## config.mk

```make
export PLATFORM = sky130hd
export DESIGN_NAME = regfile_scoreboard_flat
export DESIGN_NICKNAME = d
export VERILOG_FILES = /design/src/rtl/regfile_pkg.sv /design/src/rtl/regfile_scoreboard_if.sv /design/src/rtl/rf_scoreboard.sv /design/src/rtl/regfile_scoreboard.sv /design/src/flat_wrapper.sv
export SDC_FILE = /design/constraint.sdc
export NUM_CORES = 2
export LEC_CHECK = 0
export BUFFER_PORTS_ARGS = -buffer_cell sky130_fd_sc_hd__buf_2
export CAP_MARGIN = 10
export CORE_MARGIN = 2
export CORE_UTILIZATION = 25
export DETAILED_ROUTE_END_ITERATION = 10
export PLACE_DENSITY = 0.39
export REMOVE_ABC_BUFFERS = 1
export SYNTH_ARGS = -nofsm -noshare
export SYNTH_HDL_FRONTEND = slang
export SYNTH_HIERARCHICAL = 1
export SYNTH_SLANG_ARGS = --single-unit
```

## constraint.sdc

```tcl
create_clock -name clk -period 7.9 [get_ports clk]
set_clock_uncertainty 0.2 [all_clocks]
set_input_delay 1.58 -clock clk [delete_from_list [all_inputs] [get_ports clk]]
set_output_delay 1.58 -clock clk [all_outputs]
set_load 0.02 [all_outputs]
```

## src/rtl/regfile_pkg.sv

```systemverilog
`default_nettype none
// =============================================================================
// Module      : regfile_pkg
// Description : Default sizes and shared typedefs for the register file slice.
// Revision    : 1.0 - initial release
// =============================================================================
package regfile_pkg;
    localparam int c_XLEN_DEFAULT  = 32;
    localparam int c_NREGS_DEFAULT = 32;
    localparam int c_NRP_DEFAULT   = 2;
    localparam int c_AW_DEFAULT    = $clog2(c_NREGS_DEFAULT);

    typedef logic [c_XLEN_DEFAULT-1:0] word_t;
    typedef logic [c_AW_DEFAULT-1:0]   reg_addr_t;
endpackage
`default_nettype wire

```

## src/rtl/regfile_scoreboard_if.sv

```systemverilog
`default_nettype none
// =============================================================================
// Module      : regfile_scoreboard_if
// Description : Read, writeback, issue and status signals of the register file.
// Revision    : 1.0 - initial release
// =============================================================================
interface regfile_scoreboard_if
    import regfile_pkg::*;
#(
    parameter int XLEN  = c_XLEN_DEFAULT,
    parameter int NREGS = c_NREGS_DEFAULT,
    parameter int NRP   = c_NRP_DEFAULT
);
    localparam int AW = $clog2(NREGS);

    logic [NRP-1:0][AW-1:0]   ra;
    logic [NRP-1:0][XLEN-1:0] rd;
    logic [NRP-1:0]           rbusy;
    logic                     we;
    logic [AW-1:0]            wa;
    logic [XLEN-1:0]          wd;
    logic                     iss_valid;
    logic [AW-1:0]            iss_rd;
    logic [AW:0]              busy_cnt;
    logic                     wb_spurious;

    modport master (
        output ra, we, wa, wd, iss_valid, iss_rd,
        input  rd, rbusy, busy_cnt, wb_spurious
    );

    modport slave (
        input  ra, we, wa, wd, iss_valid, iss_rd,
        output rd, rbusy, busy_cnt, wb_spurious
    );
endinterface
`default_nettype wire

```

## src/rtl/rf_scoreboard.sv

```systemverilog
`default_nettype none
// =============================================================================
// Module      : rf_scoreboard
// Description : Per-register busy tracking, busy count and spurious-writeback flag.
// Revision    : 1.0 - initial release
// =============================================================================
module rf_scoreboard
    import regfile_pkg::*;
#(
    parameter int  NREGS = c_NREGS_DEFAULT,
    localparam int AW    = $clog2(NREGS)
) (
    input  wire logic             clk,
    input  wire logic             rst_n,
    input  wire logic             i_iss_valid,
    input  wire logic [AW-1:0]    i_iss_rd,
    input  wire logic             i_we,
    input  wire logic [AW-1:0]    i_wa,
    output logic      [NREGS-1:0] o_busy,
    output logic      [AW:0]      o_busy_cnt,
    output logic                  o_wb_spurious
);
    logic [NREGS-1:0] r_busy;
    logic [NREGS-1:0] w_busy_nxt;
    logic [AW:0]      r_cnt;
    logic [AW:0]      w_cnt_nxt;
    logic             r_spur;
    logic             w_spur_nxt;

    // Issue is applied after writeback so a new producer keeps ownership.
    always_comb begin
        w_busy_nxt = r_busy;
        if (i_we && (i_wa != '0)) begin
            w_busy_nxt[i_wa] = 1'b0;
        end
        if (i_iss_valid && (i_iss_rd != '0)) begin
            w_busy_nxt[i_iss_rd] = 1'b1;
        end
        w_busy_nxt[0] = 1'b0;
        w_cnt_nxt = '0;
        for (int k = 0; k < NREGS; k++) begin
            w_cnt_nxt = w_cnt_nxt + {{AW{1'b0}}, w_busy_nxt[k]};
        end
        w_spur_nxt = i_we && (i_wa != '0) && !r_busy[i_wa];
    end

    always_ff @(posedge clk or negedge rst_n) begin
        if (!rst_n) begin
            r_busy <= '0;
            r_cnt  <= '0;
            r_spur <= 1'b0;
        end else begin
            r_busy <= w_busy_nxt;
            r_cnt  <= w_cnt_nxt;
            r_spur <= w_spur_nxt;
        end
    end

    assign o_busy        = r_busy;
    assign o_busy_cnt    = r_cnt;
    assign o_wb_spurious = r_spur;
endmodule
`default_nettype wire

```

## src/rtl/regfile_scoreboard.sv

```systemverilog
`default_nettype none
// =============================================================================
// Module      : regfile_scoreboard
// Description : Multi-port register file with write bypass and producer scoreboard.
// Revision    : 1.0 - initial release
// =============================================================================
module regfile_scoreboard
    import regfile_pkg::*;
#(
    parameter int  XLEN  = c_XLEN_DEFAULT,
    parameter int  NREGS = c_NREGS_DEFAULT,
    parameter int  NRP   = c_NRP_DEFAULT,
    localparam int AW    = $clog2(NREGS)
) (
    input  wire logic      clk,
    input  wire logic      rst_n,
    regfile_scoreboard_if.slave bus
);
    logic [XLEN-1:0]          r_regs [NREGS];
    logic [NREGS-1:0]         w_busy;
    logic                     w_wr_en;
    logic [NRP-1:0]           w_hit;
    logic [NRP-1:0][XLEN-1:0] w_rd;
    logic [NRP-1:0]           w_rbusy;

    assign w_wr_en = bus.we && (bus.wa != '0);

    // Entry 0 is never written, so it stays at its reset value of zero.
    always_ff @(posedge clk or negedge rst_n) begin
        if (!rst_n) begin
            for (int k = 0; k < NREGS; k++) begin
                r_regs[k] <= '0;
            end
        end else if (w_wr_en) begin
            r_regs[bus.wa] <= bus.wd;
        end
    end

    always_comb begin
        w_hit   = '0;
        w_rd    = '0;
        w_rbusy = '0;
        for (int i = 0; i < NRP; i++) begin
            w_hit[i] = w_wr_en && (bus.wa == bus.ra[i]);
            if (w_hit[i]) begin
                w_rd[i] = bus.wd;
            end else if (bus.ra[i] != '0) begin
                w_rd[i] = r_regs[bus.ra[i]];
            end
            w_rbusy[i] = w_busy[bus.ra[i]] && !w_hit[i];
        end
    end

    rf_scoreboard #(
        .NREGS (NREGS)
    ) u_sb (
        .clk           (clk),
        .rst_n         (rst_n),
        .i_iss_valid   (bus.iss_valid),
        .i_iss_rd      (bus.iss_rd),
        .i_we          (bus.we),
        .i_wa          (bus.wa),
        .o_busy        (w_busy),
        .o_busy_cnt    (bus.busy_cnt),
        .o_wb_spurious (bus.wb_spurious)
    );

    assign bus.rd    = w_rd;
    assign bus.rbusy = w_rbusy;
endmodule
`default_nettype wire

```

## src/flat_wrapper.sv

```systemverilog
// flat-port wrapper written by rule: the top's interface ports become plain ports
module regfile_scoreboard_flat import regfile_pkg::*;
#(
    parameter int  XLEN  = c_XLEN_DEFAULT,
    parameter int  NREGS = c_NREGS_DEFAULT,
    parameter int  NRP   = c_NRP_DEFAULT,
    localparam int AW    = $clog2(NREGS)
)
  (clk, rst_n, bus_ra, bus_we, bus_wa, bus_wd, bus_iss_valid, bus_iss_rd, bus_rd, bus_rbusy, bus_busy_cnt, bus_wb_spurious);
  regfile_scoreboard_if #(.XLEN(XLEN), .NREGS(NREGS), .NRP(NRP)) bus_i ();
  input  wire logic clk;
  input  wire logic rst_n;
  input wire logic [$bits(bus_i.ra)-1:0] bus_ra;
  input wire logic [$bits(bus_i.we)-1:0] bus_we;
  input wire logic [$bits(bus_i.wa)-1:0] bus_wa;
  input wire logic [$bits(bus_i.wd)-1:0] bus_wd;
  input wire logic [$bits(bus_i.iss_valid)-1:0] bus_iss_valid;
  input wire logic [$bits(bus_i.iss_rd)-1:0] bus_iss_rd;
  output wire logic [$bits(bus_i.rd)-1:0] bus_rd;
  output wire logic [$bits(bus_i.rbusy)-1:0] bus_rbusy;
  output wire logic [$bits(bus_i.busy_cnt)-1:0] bus_busy_cnt;
  output wire logic [$bits(bus_i.wb_spurious)-1:0] bus_wb_spurious;
  assign bus_i.ra = bus_ra;
  assign bus_i.we = bus_we;
  assign bus_i.wa = bus_wa;
  assign bus_i.wd = bus_wd;
  assign bus_i.iss_valid = bus_iss_valid;
  assign bus_i.iss_rd = bus_iss_rd;
  assign bus_rd = bus_i.rd;
  assign bus_rbusy = bus_i.rbusy;
  assign bus_busy_cnt = bus_i.busy_cnt;
  assign bus_wb_spurious = bus_i.wb_spurious;
  regfile_scoreboard #(.XLEN(XLEN), .NREGS(NREGS), .NRP(NRP)) u_core (.clk(clk), .rst_n(rst_n), .bus(bus_i));
endmodule
```

# After elaboration in Yosys (flattened, before gate mapping)
# Index checks and enable logic that the tools add are counted.
# W data, S select, Z words.
# totals
register_bits	1062
input_bits	56
output_inout_bits	73
# classes
n_addsub	30
magnitude_cmp	10
eq_ne	2
mux	25
bitwise_logic	6
n_reduce_logical	17
# ops
operator	count
$bwmux W1024	1
$mux W32	11
$bmux W32 S5	2
$demux W32 S5	1
$add A6 B1 Y6	25
$and A32 B32 Y32	1
$not A32 Y32	1
$or A32 B32 Y32	1
$lt A5 B6 Y1 const B	4
$reduce_bool A5 Y1	4
$ge A6 B6 Y1 const B	3
$not A5 Y6	3
$bmux W1 S5	3
$demux W1 S5	2
$eq A5 B5 Y1	2
$ge A5 B1 Y1 const B	2
$logic_and A1 B1 Y1	10
$add A5 B1 Y6	1
$lt A6 B1 Y1 const B	1
$add A4 B1 Y5	1
$mux W1	5
$add A3 B1 Y4	1
$add A2 B1 Y3	1
$logic_not A1 Y1	3
$add A1 B1 Y2	1

# Depth between registers and ports, before layout
# depth
depth_word	39
depth_mapped	22
depth_no_buf	21

# Hierarchy
# The synthesis kept the hierarchy.
# modules_own_cells
module	n_inst	cells_per_inst	area_per_inst_um2
regfile_scoreboard	1	4154	56040.0
rf_scoreboard	1	235	2488.6

# Worst setup path after synthesis
# No wires, ideal clock.
# synth_timing
path_kind	input port to flip-flop
from	input bus_wa[4]
to	register u_core.u_sb.r_cnt[4] (netlist: u_core/u_sb/o_busy_cnt[4])
t_arrival_ns	6.558
required_time_ns	7.620
path_slack_ns	1.062
cell_stages	22
cell_sequence	clkbuf_1 -> nand2_1 -> or2_1 -> o21ai_1 -> o21ai_0 -> fa_1 -> inv_1 -> fa_1 -> inv_1 -> fa_1 -> fa_1 -> fa_1 -> inv_1 -> fa_1 -> inv_1 -> fa_1 -> inv_1 -> fa_1 -> inv_1 -> a21o_1 -> a21oi_1 -> xnor2_1
# synth_between
elab_cells_between_ends	42
classes_between	add/sub (30); order compare (2); mux (4); bitwise (3); reduce/logical (3)
# synth_rtl
item	line	rtl
start: declaration	flat_wrapper.sv:15	input wire logic [$bits(bus_i.wa)-1:0] bus_wa;
$lt A5 B6 Y1 (not written as such) or $ge A5 B1 Y1 (tied branches)	rf_scoreboard.sv:34	w_busy_nxt[i_wa] = 1'b0;
$logic_and A1 B1 Y1 (not written as such)	rf_scoreboard.sv:34	
$mux W1 (not written as such)	rf_scoreboard.sv:34	
$demux W1 S5	rf_scoreboard.sv:34	
$not A32 Y32 (no source line)	-	
$and A32 B32 Y32 (no source line)	-	
$mux W32 *	rf_scoreboard.sv:33	if (i_we && (i_wa != '0)) begin
$or A32 B32 Y32 (no source line)	-	
$mux W32 *	rf_scoreboard.sv:36	if (i_iss_valid && (i_iss_rd != '0)) begin
named net u_core.u_sb.w_busy_nxt[21]	rf_scoreboard.sv:24	logic [NREGS-1:0] w_busy_nxt;
$add A6 B1 Y6 * (11 in series)	rf_scoreboard.sv:42	w_cnt_nxt = w_cnt_nxt + {{AW{1'b0}}, w_busy_nxt[k]};
named net u_core.u_sb.w_cnt_nxt[4]	rf_scoreboard.sv:26	logic [AW:0] w_cnt_nxt;
end signal: assignment	rf_scoreboard.sv:54	r_cnt <= w_cnt_nxt;
end: declaration	rf_scoreboard.sv:25	logic [AW:0] r_cnt;
# The timed path passes the listed nets; every way through them passes the cells marked *.
# A chain may end at the register's enable or synchronous reset.

# Final worst setup path
# layout_timing
from	input bus_wa[3]
to	output bus_rd[57]
# layout_between
elab_chain_len	4
elab_cells_between_ends	5
classes_between	eq/ne (1); mux (1); reduce/logical (3)
# layout_lines
item	line	rtl
$reduce_bool A5 Y1	regfile_scoreboard.sv:26	assign w_wr_en = bus.we && (bus.wa != '0);
$logic_and A1 B1 Y1	regfile_scoreboard.sv:26	
$logic_and A1 B1 Y1 *	regfile_scoreboard.sv:44	w_hit[i] = w_wr_en && (bus.wa == bus.ra[i]);
$mux W32 *	regfile_scoreboard.sv:45	if (w_hit[i]) begin
end: declaration	flat_wrapper.sv:19	output wire logic [$bits(bus_i.rd)-1:0] bus_rd;
# Mark *: on every way between the ends. The rest lies on a longest branch, timed or not.

==> PnR_summary.wiki <==
{| class="wikitable"
! Metric !! Value
|-
| Outcome || completed
|-
| Non-Filler Instances || 7554
|-
| Max-capacitance violation count || 0
|-
| Post-synth top cells || sky130_fd_sc_hd__dfrtp_1 (1062), sky130_fd_sc_hd__mux2_2 (1056), sky130_fd_sc_hd__mux2i_1 (544)
|-
| Post-layout nets || 4404
|-
| Y dimension of the die || 488 um
|-
| Total of flip-flops plus latches after synthesis || 1062
|-
| Tmin final || 6.93 ns
|-
| Worst Setup Path Type || primary input to output port
|-
| Skew-Pair Late Insertion Delay || 0.78 ns
|-
| Number of design rule violations left after detail routing || 0
|-
| Root Buffer || sky130_fd_sc_hd__clkbuf_16
|-
| Final count of negative-setup-slack endpoints || 0
|-
| Worst-case hold path end point || u_core/r_regs[1012]$_DFFE_PN0P_
|-
| Filler cell count in the final layout || 23.6k
|-
| Sequential-to-total area share from yosys stat || 0.454
|-
| Via total after detailed routing || 39.5k
|-
| Crit path capture type || output port
|-
| Full die area || 238000 um^2
|-
| Syn Inst Count || 4389
|-
| Count of routing violations after the opening detailed-route iteration || 2879
|-
| Antenna violations before repair || 18
|-
| Total overflow reported by the global router || 0
|-
| Period utilisation layout || 0.877
|-
| Cell family with the largest share of critical-path delay || compound AO/OA/AOI/OAI gates
|-
| R2R Path End || u_core/u_sb/o_busy_cnt[4]$_DFF_PN0_
|-
| Utilization of the core after routing || 0.289
|-
| Startpoint type of the worst setup path || primary input
|-
| Power after layout || 19.0 mW
|-
| Critical Path Slowest Stage Cell || sky130_fd_sc_hd__o22a_1
|-
| Die width || 488 um
|-
| Vias per Instance || 5.23
|-
| Pwr/cell area || 282 nW/um^2
|-
| Min-Delay Path Class || flip-flop to flip-flop
|-
| Boundary Pins || 129
|-
| CP Buf/Inv Count || 3
|-
| Top FF cell, synth || sky130_fd_sc_hd__dfrtp_1
|-
| Post-synthesis to final-layout area growth || 14.9%
|-
| Drt first pass iters || 8
|-
| Count of flip-flops with a built-in enable after synthesis || 0
|-
| H-Tree Depth || 4
|-
| Number of buffers created by CTS || 136
|-
| Synthesized cell area || 58500 um^2
|-
| Post-detailed-placement half-perimeter wirelength || 140 mm
|-
| GPL Wtd Cong || 0.792
|-
| Setup TNS after final layout || 0 ns
|-
| Core box area || 233000 um^2
|-
| Pin count of the biggest net entering global routing || 147
|-
| Highest ir drop seen on vdd || 1430 uV
|-
| Starting density of the core || 0.251
|-
| Final Slew Violations || 0
|-
| Reg-to-reg slack, setup || 2.45 ns
|-
| Worst endpoint data arrival time || 5.15 ns
|-
| Logic depth of the worst register-to-register path || 19
|-
| Warning count from the yosys run || 6
|-
| Yosys cell types || 52
|-
| Setup Fix Bufs, Post-CTS || 0
|-
| Required time of the critical path || 6.12 ns
|-
| Hold Violations, Final || 0
|-
| Final worst-path setup slack || 0.969 ns
|-
| Number of placed instances with taps included || 7312
|-
| Worst Max-Slew Pin Slew || 1.24 ns
|-
| Setup repair after global routing missed its margin || no
|-
| Most instantiated library cell after synthesis || sky130_fd_sc_hd__dfrtp_1
|-
| Syn Area/Cell || 13.3 um^2
|-
| Proportion of layout cells with a drive suffix above 1 || 0.420
|-
| Via count of the first global-routing pass || 40.8k
|-
| Critical path, cell by cell || buf_2, buf_4, or3_1, o2111ai_1, o22a_1, o221ai_1, o21ai_0, buf_2
|-
| Dominant cell type by area after synthesis || sky130_fd_sc_hd__dfrtp_1
|-
| Top fanout value on the critical path || 17
|-
| Share of the synthesized area in the top cell type || 0.454
|-
| Leading post-synthesis cells by cell area || sky130_fd_sc_hd__dfrtp_1 (45%), sky130_fd_sc_hd__mux2_2 (20%), sky130_fd_sc_hd__mux4_2 (11%), sky130_fd_sc_hd__mux2i_1 (9.3%), sky130_fd_sc_hd__a22oi_1 (1.9%)
|-
| Resized cells post-CTS || 0
|-
| Sum of routed wire length over all layers || 231 mm
|-
| Global-route wire length before repair || 327 mm
|-
| Worst slew slack as a fraction of its limit || 0.171
|-
| Max Root-Sink Buffers || 3
|-
| Worst hold path cell count || 0
|-
| Register clock-pin slew on the reported worst setup and hold paths || 0.06 ns
|-
| Antenna Violating Nets Remaining || 0
|-
| Count of hold-fix buffers inserted at cts || 0
|-
| FP Rows || 177
|-
| Achievable Freq || 144 MHz
|-
| Launch point of the worst reg-to-reg path || u_core/u_sb/o_busy[27]$_DFF_PN0_
|-
| Hold path startpoint || u_core/r_regs[1012]$_DFFE_PN0P_
|-
| Fraction of registers with async set or reset after synthesis || 1.00
|-
| IO buf count || 128
|-
| CP Depth || 8
|-
| Critical Path Most Common Cell || sky130_fd_sc_hd__buf_2
|-
| TritonCTS clock tree || built
|-
| Num Clock Sinks || 1062
|-
| Max stage delay on crit path || 1.06 ns
|-
| Leakage power total || 29.3 nW
|-
| Worst-case setup slack after placement || 0.564 ns
|-
| Average routed wire per standard cell || 30.6 um
|-
| Global-route usage over all layers || 0.192
|}
cells by family after synthesis:
logic type	Yosys count	synth area share
mux	1879	0.403
flops	1062	0.454
compound gates	567	0.0662
buf+inv	496	0.0373
simple gates	341	0.0277
fa+ha+maj	30	0.00936
xor+xnor	13	0.00195
other cells	1	0.0000641
cells in the final DEF, fill, tap and decap left out, types with 10 or more instances in the layout:
cell / instances
sky130_fd_sc_hd__dfrtp_1: 1062
sky130_fd_sc_hd__xnor2_1: 13
sky130_fd_sc_hd__nand4_1: 16
sky130_fd_sc_hd__a221oi_1: 25
sky130_fd_sc_hd__a22oi_1: 146
sky130_fd_sc_hd__nand3_1: 65
sky130_fd_sc_hd__o221ai_1: 11
sky130_fd_sc_hd__o21ai_0: 48
sky130_fd_sc_hd__buf_12: 24
sky130_fd_sc_hd__clkinv_2: 13
sky130_fd_sc_hd__mux2i_1: 544
sky130_fd_sc_hd__mux2_2: 1056
sky130_fd_sc_hd__nand2_1: 118
sky130_fd_sc_hd__a22o_1: 86
sky130_fd_sc_hd__a211oi_1: 12
sky130_fd_sc_hd__o22ai_1: 43
sky130_fd_sc_hd__nor2_4: 21
sky130_fd_sc_hd__inv_1: 25
sky130_fd_sc_hd__o211ai_1: 15
sky130_fd_sc_hd__buf_2: 117
sky130_fd_sc_hd__clkbuf_1: 38
sky130_fd_sc_hd__o21ai_1: 33
sky130_fd_sc_hd__fa_1: 23
sky130_fd_sc_hd__a21oi_1: 122
sky130_fd_sc_hd__nor3_1: 44
sky130_fd_sc_hd__buf_4: 114
sky130_fd_sc_hd__a221o_1: 10
sky130_fd_sc_hd__mux4_2: 278
sky130_fd_sc_hd__clkbuf_16: 142
sky130_fd_sc_hd__clkbuf_8: 25
cell type report:
cell class,instances,area [um^2],area share
Antenna cell,2,5.00,0.0000744
Clock buffer,205,4040,0.0601
Clock inverter,35,469,0.00698
Inverter,25,93.8,0.00140
Multi-Input combinational cell,2831,30100,0.448
Sequential cell,1062,26600,0.395
Tap cell,3132,3920,0.0583
Timing Repair Buffer,262,2030,0.0301
layer usage:
| metal | GRT usage | wire (um) | vias up |
|---|---|---|---|
| met1 | 0.278 | 109000 | 21687 |
| met2 | 0.302 | 106000 | 1104 |
| met3 | 0.0286 | 11200 | 236 |
| li1 | - | - | 16514 |
| met4 | 0.0415 | 4290 | 4 |
| met5 | 0 | 21 | - |
flip-flops by register name, summed over array words and instances (netlist names):
register / count
u_core/r_regs: 1024
u_core/u_sb/o_busy: 31
u_core/u_sb/o_busy_cnt: 6
u_core/u_sb/o_wb_spurious: 1
how the worst max path moves through the flow:
| stage | start | end | slack [ns] |
|---|---|---|---|
| 3_5_place_dp | bus_wa[0] | u_core/u_sb/o_busy_cnt[4]$_DFF_PN0_ | 0.56 |
| 3_3_place_gp | bus_wa[0] | u_core/u_sb/o_busy_cnt[4]$_DFF_PN0_ | 0.52 |
| 6_report | bus_wa[3] | bus_rd[57] | 0.97 |
| 4_1_cts | bus_wa[3] | bus_rd[32] | 1.05 |
| 5_1_grt | bus_wa[3] | bus_rd[32] | 0.98 |
| 2_1_floorplan | bus_wa[0] | u_core/u_sb/o_busy_cnt[4]$_DFF_PN0_ | 1.27 |
metrics by stage:
stage,hold WS (ns),area (um^2)
floorplan,0.165,56400
global placement,0.177,62700
detailed placement,0.183,62700
CTS,0.197,67200
global route,0.206,67200
finish,0.191,67200
power by group:
part,leakage [nW],total [mW],internal (mW),switching [mW]
logic,13.5,5.25,2.75,2.50
registers,13.6,7.35,6.55,0.806
clock network,2.21,6.38,3.82,2.56
total,29.3,19.0,13.1,5.86
Note: power is estimated with default switching activity, not from simulation.
